<file path="config.mk">
export PLATFORM = sky130hd
export DESIGN_NAME = stall_buffer_ctrl_flat
export DESIGN_NICKNAME = d
export VERILOG_FILES = /design/src/rtl/stall_buffer_ctrl_if.sv /design/src/rtl/stall_buffer_ctrl.sv /design/src/flat_wrapper.sv
export SDC_FILE = /design/constraint.sdc
export NUM_CORES = 1
export LEC_CHECK = 0
export CORE_UTILIZATION = 33
export CTS_CLUSTER_SIZE = 20
export DETAILED_ROUTE_END_ITERATION = 16
export PLACE_DENSITY = 0.85
export SETUP_SLACK_MARGIN = 0.15
export SYNTH_ARGS = -nofsm -noshare
export SYNTH_HDL_FRONTEND = slang
export SYNTH_SLANG_ARGS = --single-unit
</file>
<file path="constraint.sdc">
create_clock -name clk -period 2.6 [get_ports clk]
set_input_delay 0.52 -clock clk [delete_from_list [all_inputs] [get_ports clk]]
set_output_delay 0.52 -clock clk [all_outputs]
set_load 0.02 [all_outputs]
</file>
<file path="src/rtl/stall_buffer_ctrl_if.sv">
// stall_buffer_ctrl_if: upstream/downstream handshakes and stall-buffer command bundle
interface stall_buffer_ctrl_if #(parameter int DATA_W = 32);
  logic              in_valid;
  logic [DATA_W-1:0] in_data;
  logic              in_ready;
  logic              out_valid;
  logic [DATA_W-1:0] out_data;
  logic              out_ready;
  logic              buf_enq;
  logic              buf_deq;
  logic              buf_flush;
  logic [DATA_W-1:0] buf_wdata;
  logic [DATA_W-1:0] buf_rdata;
  logic              buf_empty;
  logic              buf_full;
  modport master (
    input  in_valid, in_data, out_ready, buf_rdata, buf_empty, buf_full,
    output in_ready, out_valid, out_data, buf_enq, buf_deq, buf_flush, buf_wdata
  );
  modport slave (
    output in_valid, in_data, out_ready, buf_rdata, buf_empty, buf_full,
    input  in_ready, out_valid, out_data, buf_enq, buf_deq, buf_flush, buf_wdata
  );
endinterface

</file>
<file path="src/rtl/stall_buffer_ctrl.sv">
// stall_buffer_ctrl: sequences a 2-slot stall buffer between two pipeline stages
module stall_buffer_ctrl #(
  parameter int DATA_W        = 32,
  parameter int FLUSH_BUBBLE  = 2,
  parameter int STALL_TIMEOUT = 1024
) (
  input  logic                clk,
  input  logic                reset,
  input  logic                flush,
  stall_buffer_ctrl_if.master bus,
  output logic [15:0]         stall_count,
  output logic                stall_timeout,
  output logic                occ_err
);
  localparam int CW = STALL_TIMEOUT > 1 ? $clog2(STALL_TIMEOUT + 1) : 1;
  typedef enum logic [1:0] {PASS, STALL, DRAIN, FLUSH} state_e;
  state_e            state_q, state_d;
  logic [3:0]        bubble_q, bubble_d;
  logic [1:0]        occ_q;
  logic [CW-1:0]     consec_q, consec_d;
  logic [15:0]       stall_cnt_q;
  logic              timeout_q, occ_err_q;
  logic              in_ready, out_valid, enq, deq, fl, stalled;
  logic [DATA_W-1:0] out_data;
  // handshake decode and next state; flush wins, reset forces every command low
  always_comb begin
    state_d   = state_q;
    bubble_d  = bubble_q;
    in_ready  = 1'b0;
    out_valid = 1'b0;
    out_data  = bus.buf_rdata;
    enq       = 1'b0;
    deq       = 1'b0;
    fl        = 1'b0;
    if (flush) begin
      fl       = 1'b1;
      state_d  = FLUSH_BUBBLE == 0 ? PASS : FLUSH;
      bubble_d = 4'(FLUSH_BUBBLE);
    end else begin
      case (state_q)
        PASS: begin
          in_ready  = 1'b1;
          out_valid = bus.in_valid;
          out_data  = bus.in_data;
          enq       = bus.in_valid & ~bus.out_ready;
          state_d   = enq ? STALL : PASS;
        end
        STALL: begin
          out_valid = 1'b1;
          deq       = bus.out_ready;
          in_ready  = ~bus.out_ready & ~bus.buf_full;
          enq       = in_ready & bus.in_valid;
          state_d   = bus.out_ready ? (occ_q == 2'd1 ? PASS : DRAIN) : STALL;
        end
        DRAIN: begin
          out_valid = 1'b1;
          deq       = bus.out_ready;
          state_d   = bus.out_ready ? (occ_q == 2'd1 ? PASS : DRAIN) : STALL;
        end
        default: begin
          bubble_d = bubble_q == 4'd0 ? 4'd0 : bubble_q - 4'd1;
          state_d  = bubble_q <= 4'd1 ? PASS : FLUSH;
        end
      endcase
    end
    if (reset) begin
      in_ready  = 1'b0;
      out_valid = 1'b0;
      enq       = 1'b0;
      deq       = 1'b0;
      fl        = 1'b0;
    end
  end
  assign stalled  = out_valid & ~bus.out_ready;
  assign consec_d = stalled ? consec_q + CW'(consec_q != {CW{1'b1}}) : '0;
  // state, occupancy shadow and sticky monitors
  always_ff @(posedge clk) begin
    if (reset) begin
      state_q     <= PASS;
      bubble_q    <= 4'd0;
      occ_q       <= 2'd0;
      consec_q    <= '0;
      stall_cnt_q <= 16'd0;
      timeout_q   <= 1'b0;
      occ_err_q   <= 1'b0;
    end else begin
      state_q     <= state_d;
      bubble_q    <= bubble_d;
      occ_q       <= fl ? 2'd0 : occ_q + 2'(enq) - 2'(deq);
      consec_q    <= consec_d;
      stall_cnt_q <= stall_cnt_q + 16'(stalled && stall_cnt_q != 16'hFFFF);
      timeout_q   <= timeout_q | (STALL_TIMEOUT != 0 && consec_d == CW'(STALL_TIMEOUT));
      occ_err_q   <= occ_err_q | ((occ_q == 2'd0) != bus.buf_empty) | ((occ_q == 2'd2) != bus.buf_full);
    end
  end
  assign bus.in_ready   = in_ready;
  assign bus.out_valid  = out_valid;
  assign bus.out_data   = out_data;
  assign bus.buf_enq    = enq;
  assign bus.buf_deq    = deq;
  assign bus.buf_flush  = fl;
  assign bus.buf_wdata  = bus.in_data;
  assign stall_count    = stall_cnt_q;
  assign stall_timeout  = timeout_q;
  assign occ_err        = occ_err_q;
endmodule

</file>
<file path="src/flat_wrapper.sv">
// flat-port wrapper written by rule: the top's interface ports become plain ports
module stall_buffer_ctrl_flat 
#(
  parameter int DATA_W        = 32,
  parameter int FLUSH_BUBBLE  = 2,
  parameter int STALL_TIMEOUT = 1024
)
  (clk, reset, flush, stall_count, stall_timeout, occ_err, bus_in_valid, bus_in_data, bus_out_ready, bus_buf_rdata, bus_buf_empty, bus_buf_full, bus_in_ready, bus_out_valid, bus_out_data, bus_buf_enq, bus_buf_deq, bus_buf_flush, bus_buf_wdata);
  stall_buffer_ctrl_if #(.DATA_W(DATA_W)) bus_i ();
  input  logic clk;
  input  logic reset;
  input  logic flush;
  output logic [15:0] stall_count;
  output logic stall_timeout;
  output logic occ_err;
  input wire logic [$bits(bus_i.in_valid)-1:0] bus_in_valid;
  input wire logic [$bits(bus_i.in_data)-1:0] bus_in_data;
  input wire logic [$bits(bus_i.out_ready)-1:0] bus_out_ready;
  input wire logic [$bits(bus_i.buf_rdata)-1:0] bus_buf_rdata;
  input wire logic [$bits(bus_i.buf_empty)-1:0] bus_buf_empty;
  input wire logic [$bits(bus_i.buf_full)-1:0] bus_buf_full;
  output wire logic [$bits(bus_i.in_ready)-1:0] bus_in_ready;
  output wire logic [$bits(bus_i.out_valid)-1:0] bus_out_valid;
  output wire logic [$bits(bus_i.out_data)-1:0] bus_out_data;
  output wire logic [$bits(bus_i.buf_enq)-1:0] bus_buf_enq;
  output wire logic [$bits(bus_i.buf_deq)-1:0] bus_buf_deq;
  output wire logic [$bits(bus_i.buf_flush)-1:0] bus_buf_flush;
  output wire logic [$bits(bus_i.buf_wdata)-1:0] bus_buf_wdata;
  assign bus_i.in_valid = bus_in_valid;
  assign bus_i.in_data = bus_in_data;
  assign bus_i.out_ready = bus_out_ready;
  assign bus_i.buf_rdata = bus_buf_rdata;
  assign bus_i.buf_empty = bus_buf_empty;
  assign bus_i.buf_full = bus_buf_full;
  assign bus_in_ready = bus_i.in_ready;
  assign bus_out_valid = bus_i.out_valid;
  assign bus_out_data = bus_i.out_data;
  assign bus_buf_enq = bus_i.buf_enq;
  assign bus_buf_deq = bus_i.buf_deq;
  assign bus_buf_flush = bus_i.buf_flush;
  assign bus_buf_wdata = bus_i.buf_wdata;
  stall_buffer_ctrl #(.DATA_W(DATA_W), .FLUSH_BUBBLE(FLUSH_BUBBLE), .STALL_TIMEOUT(STALL_TIMEOUT)) u_core (.clk(clk), .reset(reset), .flush(flush), .bus(bus_i), .stall_count(stall_count), .stall_timeout(stall_timeout), .occ_err(occ_err));
endmodule
</file>
==> impl_metrics.tcl, run 1 <==
set metrics [dict create \
    outcome "finished with violations" \
    failed_checks "setup timing" \
    max_stage_delay_ns 0.51 \
    grt_pass1_vias 2235 \
    rr_worst_depth 12 \
    synth_cell_type_count 35 \
    cp_data_arrival_time_ns 2.88 \
    port_buffers 157 \
    drc_errors 0 \
    fp.dieW_um 88.1 \
    hold_depth 2 \
    nets 518 \
    fillers 626 \
    cp_num_buf_inv 1 \
    reg2reg_slack_ns -0.09 \
    cts_buffers 5 \
    grt_max_degree 24 \
    instances_no_fill 536 \
    grt_overflow 0 \
    path_class "reg -> reg" \
    maxCapViolations 0 \
    regToRegEndpoint "u_core.stall_count[12]" \
    hold_buffers 0 \
    setup_ws_ns -0.0943 \
    clock_path_buffers 2 \
    path_cells "inv_2, ha_4, a21oi_4, or4_4, a41oi_4, ha_2, ha_4, and4_4, and3_4, nand3_2, xor2_1, nor2_1" \
    num_antenna_cells 0 \
    p_per_area_nw_per_um2 386 \
    totalWireLength_mm 8.44 \
    grt_setup_unrepaired "yes" \
    worstHoldPathType "reg -> reg" \
    period_needed_ns 2.69 \
    postRouteAntennaNets 0 \
    wl_per_cell_um 15.8 \
    path_clk_slew_ns 0.08 \
    critPathLaunchType "register" \
    syn_avg_cell_area_um2 8.70 \
    final_max_slew_viol_count 0 \
    whs_ns 0.450 \
    die-area_um2 7760 \
    clock_latency_ns 0.30 \
    dp_hpwl_mm 5.84 \
    synthCells 281 \
    cts_root_buf "clkbuf_8" \
    max_slew_margin 0.770 \
    cp_top_family "simple AND/OR/NAND/NOR gates" \
    hold_viol 0 \
    reg2reg_from "u_core.state_q[1]" \
    worstSetupEndpointType "register" \
    required_ns 2.79 \
    crit_slowest_cell "or4_4" \
    drive_gt1_frac 0.320 \
    route.vias.total 2531 \
    setup_violations 4 \
    io-pin-count 158 \
    timing.setup.tns_ns -0.246 \
    synth-edff-count 0 \
    place.gp.congestion 0.741 \
    finalPower_mw 1.68 \
    p_leak_nw 1.72 \
    viasPerCell 4.72 \
    row_count 31 \
    max_freq_mhz 371 \
    syn_to_final_growth_pct 77.8 \
    fin_worst_skew_ns 0.00729 \
    hp-start "u_core.occ_err" \
    syn-num-nets 363 \
    core-area_um2 7210 \
    cts.sinks 37 \
    first_pass_iters 4 \
    irDropWorstVdd_uv 185 \
    die_y_um 88.1 \
    post-place-ws_ns -0.477 \
    antenna_found_initial 0 \
    async_reset_ff_frac 0 \
    cpMostUsedCell "ha_4" \
    ys.flop_type "dfxtp_1" \
    ys_seq_area_frac 0.303 \
    track_usage 0.187 \
    placedCellCount 511 \
    yosys_warnings 0 \
    grt_pass1_wl_mm 11.1 \
    htree_levels 2 \
    start_util 0.339 \
    holdPathEnd "u_core.occ_err" \
    worstMarginPinSlew_ns 0.344 \
    ys_seq_elements 37 \
    post-route-period-util 1.04 \
    cts_tree "yes" \
    drt-initial-drc-count 65 \
    cp_max_fo 3 \
    synth_area_um2 2440 \
]
layout by cell type, fill, tap and decap left out, drive strengths merged, types with 3 or more instances in the layout:
cell type and count:
clkdlybuf4s50 117, buf 65, nor2 37, dfxtp 37
mux2 33, xor2 18, nand2 13, a21oi 12
ha 11, inv 10, xnor2 8, nand3 8
clkbuf 8, nand4 7, nand2b 5, o21ai 5
or3 5, and4 5, dlygate4sd2 4, nor2b 4
and2 3, nor3 3, and3 3
kinds of logic (layout without fill, tap and decap cells):
group | Yosys count | count (layout) | share of synthesized area
simple gates | 99 | 99 | 0.208
buf+inv | 52 | 208 | 0.132
flops | 37 | 37 | 0.303
mux | 33 | 33 | 0.152
xor+xnor | 26 | 26 | 0.0931
compound gates | 23 | 23 | 0.0558
fa+ha+maj | 11 | 11 | 0.0563
per-layer routing:
layer / vias up / wire length [um] / GRT usage
li1: 1240 / - / -
met1: 1203 / 3450 / 0.229
met2: 75 / 4310 / 0.314
met3: 13 / 552 / 0.0613
met4: 0 / 125 / 0.0499
met5: - / 0 / 0
what timing repair did:
item / in CTS / in global routing
gates cloned: 2 / 1
setup buffers: 7 / 7
pin swaps: 7 / 8
endpoints found under the setup margin: 47 / 44
gates resized for setup: 137 / 60
final cells by class:
class | count | area (um^2) | area share
Inverter | 10 | 37.5 | 0.00864
Tap cell | 99 | 124 | 0.0285
Clock inverter | 2 | 37.5 | 0.00864
Clock buffer | 6 | 82.6 | 0.0190
Sequential cell | 37 | 751 | 0.173
Timing Repair Buffer | 190 | 1780 | 0.410
Multi-Input combinational cell | 192 | 1530 | 0.352
through the flow:
step	instance area, um^2	util
after floorplan	2470	-
after global placement	4020	0.557
after detailed placement	4020	0.557
after CTS	4310	0.597
after global routing	4350	0.602
final	4350	0.602
where the power goes:
part	internal [mW]	total, mW	switching [mW]
logic	0.315	0.566	0.251
registers	0.574	0.581	0.00710
clock network	0.312	0.532	0.220
total	1.20	1.68	0.478
synth_stat cells (2+ instances only):
cell type  count  area [um^2]
xnor2_1        8         70.1
clkbuf_1       6         22.5
nand2_1       13         48.8
dfxtp_1       37          741
o21ai_0        5         25.0
nor3_1         2         10.0
nor2_1        37          139
nand3_1        8         40.0
o32ai_1        2         17.5
nor2b_1        4         25.0
ha_1          11          138
nand2b_1       5         31.3
or3_1          5         31.3
and4_1         5         43.8
buf_4         32          240
inv_1         10         37.5
mux2_2        31          349
a41oi_1        2         17.5
and3_1         3         18.8
and2_1         3         18.8
a21oi_1       12         60.1
mux2_1         2         22.5
xor2_1        18          158
buf_1          3         11.3
nand4_1        7         43.8
how the worst max path moves through the flow:
stage	depth (start not counted)	start	slack (ns)	endpoint
finish	12	u_core.state_q[1]	-0.09	u_core.stall_count[12]
global route	12	u_core.state_q[1]	-0.19	u_core.stall_count[12]
CTS	12	u_core.state_q[1]	0.01	u_core.stall_count[8]
detailed placement	11	reset	-0.48	u_core.stall_count[12]
global placement	11	reset	-0.38	u_core.stall_count[12]
floorplan	11	flush	-0.08	u_core.stall_count[12]
worst min-delay path, stage by stage (launching register included):
cell and delay, ns:
dfxtp_1 0.31, inv_1 0.05, a21oi_1 0.05
sequential cells by signal, indices dropped and copies added (netlist names):
register	count
u_core.bubble_q	4
u_core.consec_q	11
u_core.occ_err	1
u_core.occ_q	2
u_core.stall_count	16
u_core.stall_timeout	1
u_core.state_q	2
(Power assumes the default switching activity.)
==> run 2: changes to the inputs <==
Settings changed: CAP_MARGIN set to 20.
==> results of run 2 <==
No change in the layout: final DEF, timing and power equal those of run 1.
==> run 3: changes to the inputs <==
Settings changed: CORE_UTILIZATION 33 to 40, PLACE_DENSITY 0.85 to 0.95.
Clock period 2.6 ns to 3.2 ns, I/O delays scaled along.
==> impl_metrics.tcl, run 3 (synthesis gave the netlist of run 1 again) <==
set metrics [dict create \
    grt_max_degree 29 \
    path_clk_slew_ns 0.07 \
    hp-start "u_core.occ_err" \
    cts_root_buf "clkbuf_8" \
    setup_violations 0 \
    place.gp.congestion 0.829 \
    cts_tree "yes" \
    timing.setup.tns_ns 0 \
    htree_levels 2 \
    post-route-period-util 0.939 \
    grt_setup_unrepaired "no" \
    antenna_found_initial 0 \
    rr_worst_depth 12 \
    reg2reg_from "u_core.state_q[0]" \
    max_stage_delay_ns 0.62 \
    io-pin-count 158 \
    regToRegEndpoint "u_core.stall_count[12]" \
    outcome "finished, final reports clean" \
    worstMarginPinSlew_ns 0.341 \
    start_util 0.413 \
    row_count 28 \
    reg2reg_slack_ns 0.46 \
    whs_ns 0.456 \
    path_class "in -> out" \
    p_leak_nw 1.58 \
    post-cts-setup-buffer-count 0 \
    first_pass_iters 5 \
    cts_buffers 5 \
    clock_latency_ns 0.29 \
    cpMostUsedCell "clkdlybuf4s50_1" \
    port_buffers 157 \
    critPathLaunchType "primary input" \
    holdPathEnd "u_core.occ_err" \
    syn_to_final_growth_pct 64.2 \
    layout_commonest_cell "clkdlybuf4s50_1" \
    cp-startpoint "reset" \
    hold_buffers 0 \
    die-area_um2 6430 \
    crit_slowest_cell "clkdlybuf4s50_1" \
    grt_overflow 0 \
    die_y_um 80.2 \
    largest_reg_flops 16 \
    maxCapViolations 0 \
    drt-initial-drc-count 103 \
    track_usage 0.216 \
    wl_per_cell_um 15.2 \
    max_slew_margin 0.772 \
    postRouteAntennaNets 0 \
    hold_viol 0 \
    fin_worst_skew_ns 0.00613 \
    nets 496 \
    grt_pass1_wl_mm 10.6 \
    required_ns 2.56 \
    path_cells "clkdlybuf4s50_1, or2_1, buf_4, nor2_1, and3_1, clkdlybuf4s50_1" \
    cp_max_fo 7 \
    final_cell_mix "124 x clkdlybuf4s50_1, 37 x nor2_1, 37 x dfxtp_1" \
    fp.dieW_um 80.2 \
    clock_path_buffers 2 \
    irDropWorstVdd_uv 274 \
    drc_errors 0 \
    cts.sinks 37 \
    placedCellCount 482 \
    period_needed_ns 3.01 \
    cp_top_family "buffers and inverters" \
    worstHoldPathType "reg -> reg" \
    fillers 483 \
    viasPerCell 4.99 \
    cp_num_buf_inv 3 \
    cp_data_arrival_time_ns 2.37 \
    crit_cells 6 \
    worstSetupEndpointType "primary output" \
    drive_gt1_frac 0.135 \
    grt_pass1_vias 2161 \
    hold_depth 2 \
    multi_input_area_um2 1390 \
    register_area_um2 741 \
    max_freq_mhz 333 \
    route.vias.total 2443 \
    p_per_area_nw_per_um2 321 \
    final_max_slew_viol_count 0 \
    instances_no_fill 490 \
    totalWireLength_mm 7.46 \
    dp_hpwl_mm 5.88 \
    core-area_um2 5920 \
    num_antenna_cells 0 \
]
[run 3: changes by cell type in the layout (fill, tap and decap cells not counted), sizes merged]
cell / before / now
buf: 65 / 11
dlygate4sd2: 4 / 32
clkdlybuf4s50: 117 / 124
clkbuf: 8 / 6
clkdlybuf4s15: 1 / 0
[run 3: power by group]
group / internal (mW) / switching [mW] / total, mW
clock: 0.253 / 0.169 / 0.422
sequential: 0.466 / 0.00548 / 0.472
combinational: 0.216 / 0.180 / 0.397
total: 0.936 / 0.355 / 1.29
[run 3: timing repair]
item	4_1_cts	5_1_grt
cloned	0	0
endpoints found under the setup margin	32	2
resized for setup	32	3
[run 3: stage by stage]
| step | power [mW] | util | worst slack [ns] | area (um^2) |
|---|---|---|---|---|
| after global routing | 1.34 | 0.678 | 0.145 | 4020 |
| after CTS | 1.30 | 0.676 | 0.190 | 4000 |
| after detailed placement | 0.908 | 0.663 | -0.0294 | 3920 |
| after floorplan | 0.691 | - | 0.320 | 2440 |
| after global placement | 0.902 | 0.663 | -0.000124 | 3920 |
| final | 1.29 | 0.678 | 0.195 | 4020 |
[run 3: worst min-delay path, cell delays in order, from the launching register on]
cell and delay [ns]:
dfxtp_1 0.32, inv_1 0.05, a21oi_1 0.05
[run 3: routing by layer]
layer  vias to the layer above  routed length (um)  global-route usage
met1                      1140                3130               0.260
met3                         9                 511              0.0398
li1                       1197                   -                   -
met4                         0                 105              0.0714
met5                         -                   0                   0
met2                        97                3710               0.382
[run 3: worst max path at each step]
stage | end | slack (ns)
floorplan | u_core.stall_count[12] | 0.32
global placement | bus_out_data[9] | -0.0001
finish | bus_buf_enq | 0.19
detailed placement | u_core.stall_count[12] | -0.03
CTS | bus_out_valid | 0.19
global route | bus_buf_enq | 0.15
[run 3: area by class of cell]
type / instances / area share
Inverter: 10 / 0.00935
Multi-Input combinational cell: 192 / 0.347
Clock buffer: 6 / 0.0206
Clock inverter: 2 / 0.00935
Tap cell: 75 / 0.0234
Sequential cell: 37 / 0.184
Timing Repair Buffer: 168 / 0.406
